===== src/rtl/inst_mem_fetch_if.sv =====
// Fetch-side bus between the IF stage and the instruction memory: program-load
// port, request/response handshake, flush and the consumed-fetch counter.
interface inst_mem_fetch_if #(
    parameter int XLEN       = 32,
    parameter int DEPTH_LOG2 = 6,
    parameter int ADDR_W     = 32,
    parameter int CNT_W      = 16
);
    logic                  prog_we;
    logic [DEPTH_LOG2-1:0] prog_addr;
    logic [XLEN-1:0]       prog_data;
    logic                  req_valid;
    logic                  req_ready;
    logic [ADDR_W-1:0]     req_addr;
    logic                  rsp_valid;
    logic                  rsp_ready;
    logic [XLEN-1:0]       rsp_data;
    logic                  rsp_fault;
    logic                  flush;
    logic [CNT_W-1:0]      fetch_count;

    modport master (
        output prog_we, prog_addr, prog_data, req_valid, req_addr, rsp_ready, flush,
        input  req_ready, rsp_valid, rsp_data, rsp_fault, fetch_count
    );

    modport slave (
        input  prog_we, prog_addr, prog_data, req_valid, req_addr, rsp_ready, flush,
        output req_ready, rsp_valid, rsp_data, rsp_fault, fetch_count
    );
endinterface


===== src/rtl/inst_mem_fetch.sv =====
// Instruction memory with program-load port, registered fetch response behind a
// valid/ready handshake, fault flagging, flush and a saturating fetch counter.
module inst_mem_fetch #(
    parameter int             XLEN       = 32,
    parameter int             DEPTH_LOG2 = 6,
    parameter int             ADDR_W     = 32,
    parameter logic [XLEN-1:0] NOP_INSTR = 32'h00000033,
    parameter int             CNT_W      = 16
) (
    input logic             clk,
    input logic             rst,
    inst_mem_fetch_if.slave bus
);
    localparam int DEPTH = 1 << DEPTH_LOG2;

    logic [XLEN-1:0] mem_q [DEPTH] = '{default: NOP_INSTR};

    logic                  rsp_valid_q, rsp_valid_d;
    logic [XLEN-1:0]       rsp_data_q,  rsp_data_d;
    logic                  rsp_fault_q, rsp_fault_d;
    logic [CNT_W-1:0]      cnt_q,       cnt_d;

    logic [DEPTH_LOG2-1:0] fetch_idx;
    logic [XLEN-1:0]       rd_word;
    logic                  misaligned;
    logic                  out_of_range;
    logic                  req_ready;
    logic                  accept;
    logic                  consume;

    // NOTE: the storage array has no reset branch; its contents must survive rst,
    // and leaving it out keeps it mappable onto block RAM.
    always_ff @(posedge clk) begin
        if (bus.prog_we) begin
            mem_q[bus.prog_addr] <= bus.prog_data;
        end
    end

    // High address bits are checked rather than truncated, so indices never wrap.
    assign fetch_idx    = bus.req_addr[DEPTH_LOG2+1:2];
    assign misaligned   = |bus.req_addr[1:0];
    assign out_of_range = |bus.req_addr[ADDR_W-1:DEPTH_LOG2+2];

    // Write-first: a program write to the word being fetched is forwarded.
    assign rd_word = (bus.prog_we && (bus.prog_addr == fetch_idx)) ? bus.prog_data
                                                                   : mem_q[fetch_idx];

    assign req_ready = !bus.flush && (!rsp_valid_q || bus.rsp_ready);
    assign accept    = bus.req_valid && req_ready;
    assign consume   = rsp_valid_q && bus.rsp_ready && !bus.flush;

    // NOTE: every next-state signal takes its hold value first, so no path
    // through this block leaves one unassigned and no latch is inferred.
    always_comb begin
        rsp_valid_d = rsp_valid_q;
        rsp_data_d  = rsp_data_q;
        rsp_fault_d = rsp_fault_q;
        cnt_d       = cnt_q;

        if (bus.flush) begin
            rsp_valid_d = 1'b0;
        end else if (accept) begin
            rsp_valid_d = 1'b1;
            rsp_fault_d = misaligned || out_of_range;
            rsp_data_d  = (misaligned || out_of_range) ? NOP_INSTR : rd_word;
        end else if (consume) begin
            rsp_valid_d = 1'b0;
        end

        if (consume && (cnt_q != '1)) begin
            cnt_d = cnt_q + 1'b1;
        end
    end

    // NOTE: state registers use non-blocking assignments so every flop samples
    // the pre-edge values regardless of statement order.
    always_ff @(posedge clk or posedge rst) begin
        if (rst) begin
            rsp_valid_q <= 1'b0;
            rsp_data_q  <= NOP_INSTR;
            rsp_fault_q <= 1'b0;
            cnt_q       <= '0;
        end else begin
            rsp_valid_q <= rsp_valid_d;
            rsp_data_q  <= rsp_data_d;
            rsp_fault_q <= rsp_fault_d;
            cnt_q       <= cnt_d;
        end
    end

    assign bus.req_ready   = req_ready;
    assign bus.rsp_valid   = rsp_valid_q;
    assign bus.rsp_data    = rsp_data_q;
    assign bus.rsp_fault   = rsp_fault_q;
    assign bus.fetch_count = cnt_q;
endmodule


===== src/flat_wrapper.sv =====
// flat-port wrapper written by rule: the top's interface ports become plain ports
module inst_mem_fetch_flat 
#(
    parameter int             XLEN       = 32,
    parameter int             DEPTH_LOG2 = 6,
    parameter int             ADDR_W     = 32,
    parameter logic [XLEN-1:0] NOP_INSTR = 32'h00000033,
    parameter int             CNT_W      = 16
)
  (clk, rst, bus_prog_we, bus_prog_addr, bus_prog_data, bus_req_valid, bus_req_addr, bus_rsp_ready, bus_flush, bus_req_ready, bus_rsp_valid, bus_rsp_data, bus_rsp_fault, bus_fetch_count);
  inst_mem_fetch_if #(.XLEN(XLEN), .DEPTH_LOG2(DEPTH_LOG2), .ADDR_W(ADDR_W), .CNT_W(CNT_W)) bus_i ();
  input logic clk;
  input logic rst;
  input wire logic [$bits(bus_i.prog_we)-1:0] bus_prog_we;
  input wire logic [$bits(bus_i.prog_addr)-1:0] bus_prog_addr;
  input wire logic [$bits(bus_i.prog_data)-1:0] bus_prog_data;
  input wire logic [$bits(bus_i.req_valid)-1:0] bus_req_valid;
  input wire logic [$bits(bus_i.req_addr)-1:0] bus_req_addr;
  input wire logic [$bits(bus_i.rsp_ready)-1:0] bus_rsp_ready;
  input wire logic [$bits(bus_i.flush)-1:0] bus_flush;
  output wire logic [$bits(bus_i.req_ready)-1:0] bus_req_ready;
  output wire logic [$bits(bus_i.rsp_valid)-1:0] bus_rsp_valid;
  output wire logic [$bits(bus_i.rsp_data)-1:0] bus_rsp_data;
  output wire logic [$bits(bus_i.rsp_fault)-1:0] bus_rsp_fault;
  output wire logic [$bits(bus_i.fetch_count)-1:0] bus_fetch_count;
  assign bus_i.prog_we = bus_prog_we;
  assign bus_i.prog_addr = bus_prog_addr;
  assign bus_i.prog_data = bus_prog_data;
  assign bus_i.req_valid = bus_req_valid;
  assign bus_i.req_addr = bus_req_addr;
  assign bus_i.rsp_ready = bus_rsp_ready;
  assign bus_i.flush = bus_flush;
  assign bus_req_ready = bus_i.req_ready;
  assign bus_rsp_valid = bus_i.rsp_valid;
  assign bus_rsp_data = bus_i.rsp_data;
  assign bus_rsp_fault = bus_i.rsp_fault;
  assign bus_fetch_count = bus_i.fetch_count;
  inst_mem_fetch #(.XLEN(XLEN), .DEPTH_LOG2(DEPTH_LOG2), .ADDR_W(ADDR_W), .NOP_INSTR(NOP_INSTR), .CNT_W(CNT_W)) u_core (.clk(clk), .rst(rst), .bus(bus_i));
endmodule

===== config.mk =====
export PLATFORM = sky130hd
export DESIGN_NAME = inst_mem_fetch_flat
export DESIGN_NICKNAME = d
export VERILOG_FILES = /design/src/rtl/inst_mem_fetch_if.sv /design/src/rtl/inst_mem_fetch.sv /design/src/flat_wrapper.sv
export SDC_FILE = /design/constraint.sdc
export NUM_CORES = 2
export LEC_CHECK = 0
export ABC_CLOCK_PERIOD_IN_PS = 3400
export BUFFER_PORTS_ARGS = -buffer_cell sky130_fd_sc_hd__buf_4
export CAP_MARGIN = 25
export CORE_MARGIN = 2
export CORE_UTILIZATION = 40
export DETAILED_ROUTE_END_ITERATION = 8
export GPL_ROUTABILITY_DRIVEN = 0
export GPL_TIMING_DRIVEN = 0
export PLACE_DENSITY = 0.65
export SLEW_MARGIN = 25
export SYNTH_ARGS = -nofsm -noshare
export SYNTH_HDL_FRONTEND = slang
export SYNTH_SLANG_ARGS = --single-unit

===== constraint.sdc =====
create_clock -name clk -period 3.4 [get_ports clk]
set_clock_uncertainty 0.05 [all_clocks]
set_input_delay 0.34 -clock clk [delete_from_list [all_inputs] [get_ports clk]]
set_output_delay 0.34 -clock clk [all_outputs]
set_load 0.02 [all_outputs]

---- Word-level counts from Yosys, hierarchy flattened ----
Memory sizes are Yosys's and may differ from the RTL's.
Cells that the tools add are included.
W data, S select, Z words.
word-level totals
  flip-flop bits (word level) ............. 50
  RAM bits ................................ 2048
  input bits .............................. 76
  output and inout port bits .............. 51
  word-level logic and storage cells ...... 30
  memories ................................ 1
cells by class
  add/sub/neg operators ................... 1
  eq/ne operators ......................... 2
  mux-type cells .......................... 7
  bitwise logic cells ..................... 1
  reduce and logical (&&, ||, !) cells .... 14
memory list
  memory        words  width  rd ports  clocked after Yosys merged registers in  wr ports  RTL line              RTL
  u_core.mem_q  64     32     1         0                                        1         inst_mem_fetch.sv:16  logic [XLEN-1:0] mem_q [DEPTH] = '{default: NOP_INSTR};
operator list
  cell                     count
  $mux W32                 2
  $reduce_or A24 Y1        1
  $add A16 B1 Y16 const B  1
  $ne A16 B16 Y1 const B   1
  $eq A6 B6 Y1             1
  $logic_and A1 B1 Y1      6
  $mux W1                  5
  $reduce_bool A3 Y1       1
  $logic_not A1 Y1         2
  $logic_or A1 B1 Y1       2
  $reduce_and A2 Y1        1
  $reduce_or A2 Y1         1
  $not A1 Y1               1

---- Depth between registers and ports, before layout ----
  depth in word-level cells ............... 6
  gate-level depth with buffers ........... 10
  depth with buffers taken out ............ 6

---- Worst setup path before layout ----
No wires, ideal clock.
  path type ............................... input port to flip-flop
  start ................................... in bus_prog_addr[5]
  end ..................................... mem u_core.mem_q[48][0], enable pin
  setup time .............................. 0.461 ns
  data arrival time ....................... 3.265 ns
  data required time ...................... 2.889 ns
  path slack .............................. -0.376 ns
  stages on the path ...................... 4
  buffers on the path ..................... 1
  cells stage by stage .................... clkbuf_1 -> nand3_1 -> or3_1 -> nor3_1
RTL lines
  element             RTL line              RTL
  start: declaration  flat_wrapper.sv:15    input wire logic [$bits(bus_i.prog_addr)-1:0] bus_prog_addr;
  end: declaration    inst_mem_fetch.sv:16
Straight into the memory's write port.

---- Worst setup path in the final report ----
  start ................................... reg u_core.rsp_valid_q, in the netlist u_core.bus.rsp_valid
  end ..................................... reg u_core.rsp_data_q[27], in the netlist u_core.bus.rsp_data[27]
on the way
  word-level cells in the longest chain between the ends .. 5
RTL lines
  element                             RTL line              RTL
  start: declaration                  inst_mem_fetch.sv:18  logic rsp_valid_q, rsp_valid_d;
  start signal: assignment            inst_mem_fetch.sv:84  rsp_valid_q <= rsp_valid_d;
  $logic_not A1 Y1                    inst_mem_fetch.sv:48  assign req_ready = !bus.flush && (!rsp_valid_q || bus.rsp_ready);
  $logic_or A1 B1 Y1                  inst_mem_fetch.sv:48
  $logic_and A1 B1 Y1                 inst_mem_fetch.sv:48
  $logic_and A1 B1 Y1                 inst_mem_fetch.sv:49  assign accept = bus.req_valid && req_ready;
  $reduce_and A2 Y1 (no source line)  -
  end signal: assignment              inst_mem_fetch.sv:85  rsp_data_q <= rsp_data_d;
  end: declaration                    inst_mem_fetch.sv:19  logic [XLEN-1:0] rsp_data_q, rsp_data_d;
No other way between the ends.
A chain may end at the register's enable or synchronous reset.

==> flow_summary.json <==
{
  "overflow": 0,
  "synth_top_area_share_pct": 76.5,
  "firstDrtPassIters": 5,
  "drt_iter0_drc": 5880,
  "setup_viol": 0,
  "crit_required_ns": 4.13,
  "power_switching_share_pct": 21.8,
  "synth_area_per_cell_um2": 23.2,
  "layout_worst_path_cycle_share_pct": 97.6,
  "relSlewSlack_pct": 25.0,
  "synthArstFlopShare_pct": 2.38,
  "drv_slew": 0,
  "end_kind": "flop",
  "dieArea_um2": 205000,
  "htree_levels": 4,
  "cts_hold_buffers": 21,
  "whs_ns": 0.0440,
  "finalWirelength_um": 220000,
  "route.detailed.drc": 0,
  "fin_nets": 4023,
  "powerDensity_nw_per_um2": 565,
  "tightest_slew_ns": 1.13,
  "clkPwrFrac_pct": 41.4,
  "grt_pass1_wl_um": 307000,
  "drive_gt1_share_pct": 31.5,
  "portBuffers": 118,
  "grt_max_degree": 66,
  "dieHeight_um": 452,
  "cts_made_buffers": 206,
  "synth_top_area_cell": "edfxtp_1",
  "p_comb_share_pct": 5.3,
  "rsz0062_at_grt": "no",
  "via_per_inst": 5.87,
  "drv_cap": 0,
  "cts.path.max_buffers": 3,
  "die_x_um": 452,
  "syn_inst": 3472,
  "syn-num-nets": 3549,
  "max-vdd-ir-drop_mv": 0.494,
  "hold_violations": 0,
  "status": "complete, no violations",
  "antenna_found_initial": 15,
  "path_class": "flop to flop",
  "tritoncts": "yes",
  "ys_seq_elements": 2098,
  "cts_setup_buffers": 0,
  "p_int_mw": 42.0,
  "r2r_slack_ns": 0.08,
  "synth_area_leaders": "edfxtp_1 76%, mux4_2 17%, dfrtp_1 1.4%",
  "postLayoutCellArea_um2": 95100,
  "path_clk_slew_ns": 0.06,
  "fillCellCount": 15882,
  "dp_hpwl_um": 147000,
  "start_util_pct": 40.3,
  "cts_resized": 0,
  "rows": 164,
  "synth_edf_count": 2048,
  "vias": 39799,
  "clk_latency_ns": 0.86,
  "io_pins": 127,
  "fin_setup_tns_ns": 0,
  "cts_sinks": 2098,
  "critPathArrivalTime_ns": 4.05,
  "fin_util_pct": 47.6,
  "synth_cell_types": 56,
  "grt_usage_pct": 21.4,
  "placed_area_um2": 88200,
  "ys.flop_type": "edfxtp_1",
  "finalWorstSetupSlack_ns": 0.0818,
  "power_frac_seq_pct": 53.4,
  "fin_crit_ns": 3.32,
  "critPathLaunchType": "flop",
  "path_max_fanout": 10,
  "wl_per_cell_um": 32.4,
  "power.switching_mw": 11.7,
  "hold_path.class": "input port to flop",
  "drtAntennaViolNets": 0,
  "grt_pass1_vias": 39663,
  "fmax_mhz": 301,
  "root_buffer": "clkbuf_16",
  "ys_seq_area_share_pct": 78.1,
  "syn2layout_area_growth_pct": 18.2,
  "core_um2": 200000,
  "ys_warn_count": 0,
  "place_ws_ns": -0.664,
  "netlist_area_um2": 80400,
  "p_leak_nw": 30.2
}
-- area by class of cell --
| class | count | area [um2] | share of cell area, % |
|---|---|---|---|
| Antenna cell | 5 | 12.5 | 0.0132 |
| Buffer | 190 | 900 | 0.946 |
| Clock buffer | 255 | 5380 | 5.66 |
| Clock inverter | 126 | 1200 | 1.26 |
| Inverter | 84 | 318 | 0.334 |
| Multi-Input combinational cell | 1100 | 16900 | 17.8 |
| Sequential cell | 2098 | 62800 | 66.0 |
| Tap cell | 2656 | 3320 | 3.50 |
| Timing Repair Buffer | 266 | 4220 | 4.44 |
-- cells by family after synthesis --
family	Yosys count	share of synthesized area (%)
multiplexers	608	16.8
AND/OR/NAND/NOR	253	1.56
flip-flops	2098	78.1
AO/OA/AOI/OAI	217	1.88
adder cells (fa/ha/maj)	1	0.0156
XOR/XNOR	21	0.229
buffers and inverters	274	1.50
-- worst paths after layout --
path                       cells past startpoint                    endpoint                       start
max                                            9     u_core.bus.rsp_data[27]        u_core.bus.rsp_valid
min                                            1        u_core.mem_q[47][25]           bus_prog_data[25]
max reg2reg                                    9     u_core.bus.rsp_data[27]        u_core.bus.rsp_valid
min reg2reg                                    1  u_core.bus.fetch_count[15]  u_core.bus.fetch_count[15]
max in group asynchronous                      5     u_core.bus.rsp_data[23]                         rst
min in group asynchronous                      4   u_core.bus.fetch_count[3]                         rst
-- power groups by stage --
stage	clock, mW	combinational (mW)	sequential [mW]
floorplan	0	1.39	29.2
global placement	0	2.65	29.2
detailed placement	0	2.79	29.2
CTS	22.5	2.82	28.6
global route	23.5	2.95	28.6
finish	22.2	2.82	28.6
-- registers in the layout (all words and copies together), names as in the netlist --
signal,count
u_core.bus.rsp_valid,1
u_core.mem_q,2048
u_core.bus.rsp_fault,1
u_core.bus.fetch_count,16
u_core.bus.rsp_data,32
-- through the flow --
stage	total power, mW	instances
4_1_cts	54.0	6773
2_1_floorplan	30.6	3472
3_5_place_dp	32.0	6371
6_report	53.7	6780
3_3_place_gp	31.8	6246
5_1_grt	55.1	6779
-- worst max-delay path: stages (launching register included) --
cell and delay, ns:
dfrtp_1 0.40, nand2b_1 0.09, nand2_1 0.08, or3_1 0.56, buf_2 0.25, or4_1 0.40, buf_2 0.22, buf_4 0.22
o22ai_1 0.81, a211o_1 0.18
-- per-layer routing --
| metal | track usage (%) | vias up | routed length [um] |
|---|---|---|---|
| met1 | 28.8 | 21284 | 83400 |
| met3 | 4.17 | 445 | 20400 |
| met5 | 0 | - | 13 |
| met4 | 9.99 | 2 | 11600 |
| li1 | - | 15754 | - |
| met2 | 33.9 | 2314 | 105000 |
-- layout by cell type, fill, tap and decap left out, types with 62 or more instances in the layout --
| master | Yosys | final |
|---|---|---|
| edfxtp_1 | 2048 | 2048 |
| mux4_2 | 590 | 590 |
| clkbuf_16 | 0 | 208 |
| clkbuf_1 | 95 | 133 |
| buf_4 | 8 | 126 |
| buf_16 | 0 | 86 |
| inv_1 | 82 | 81 |
| buf_2 | 73 | 73 |
| a22oi_1 | 62 | 62 |
| nor2_4 | 0 | 62 |
-- cell usage after synthesis, types with 3 or more instances --
cell,number
nand4_1,7
buf_2,73
nor2b_1,13
clkbuf_1,95
o21ai_0,27
mux2i_1,9
nand2b_1,5
and2_1,33
o22ai_1,37
a211o_1,26
edfxtp_1,2048
dfrtp_1,46
nor2_1,78
xor2_1,5
inv_1,82
a211oi_1,6
mux2_2,9
nand2_1,56
nor4_1,9
dfstp_2,4
nor3_1,10
mux4_2,590
buf_6,7
buf_1,6
o21ai_1,5
a22oi_1,62
nand3b_1,3
or3_1,4
buf_4,8
and3_1,5
a2111oi_0,7
nand3_1,15
xnor2_1,16
a21oi_1,4
a31oi_1,31
and4_1,3
Note: power is estimated with default switching activity, not from simulation.
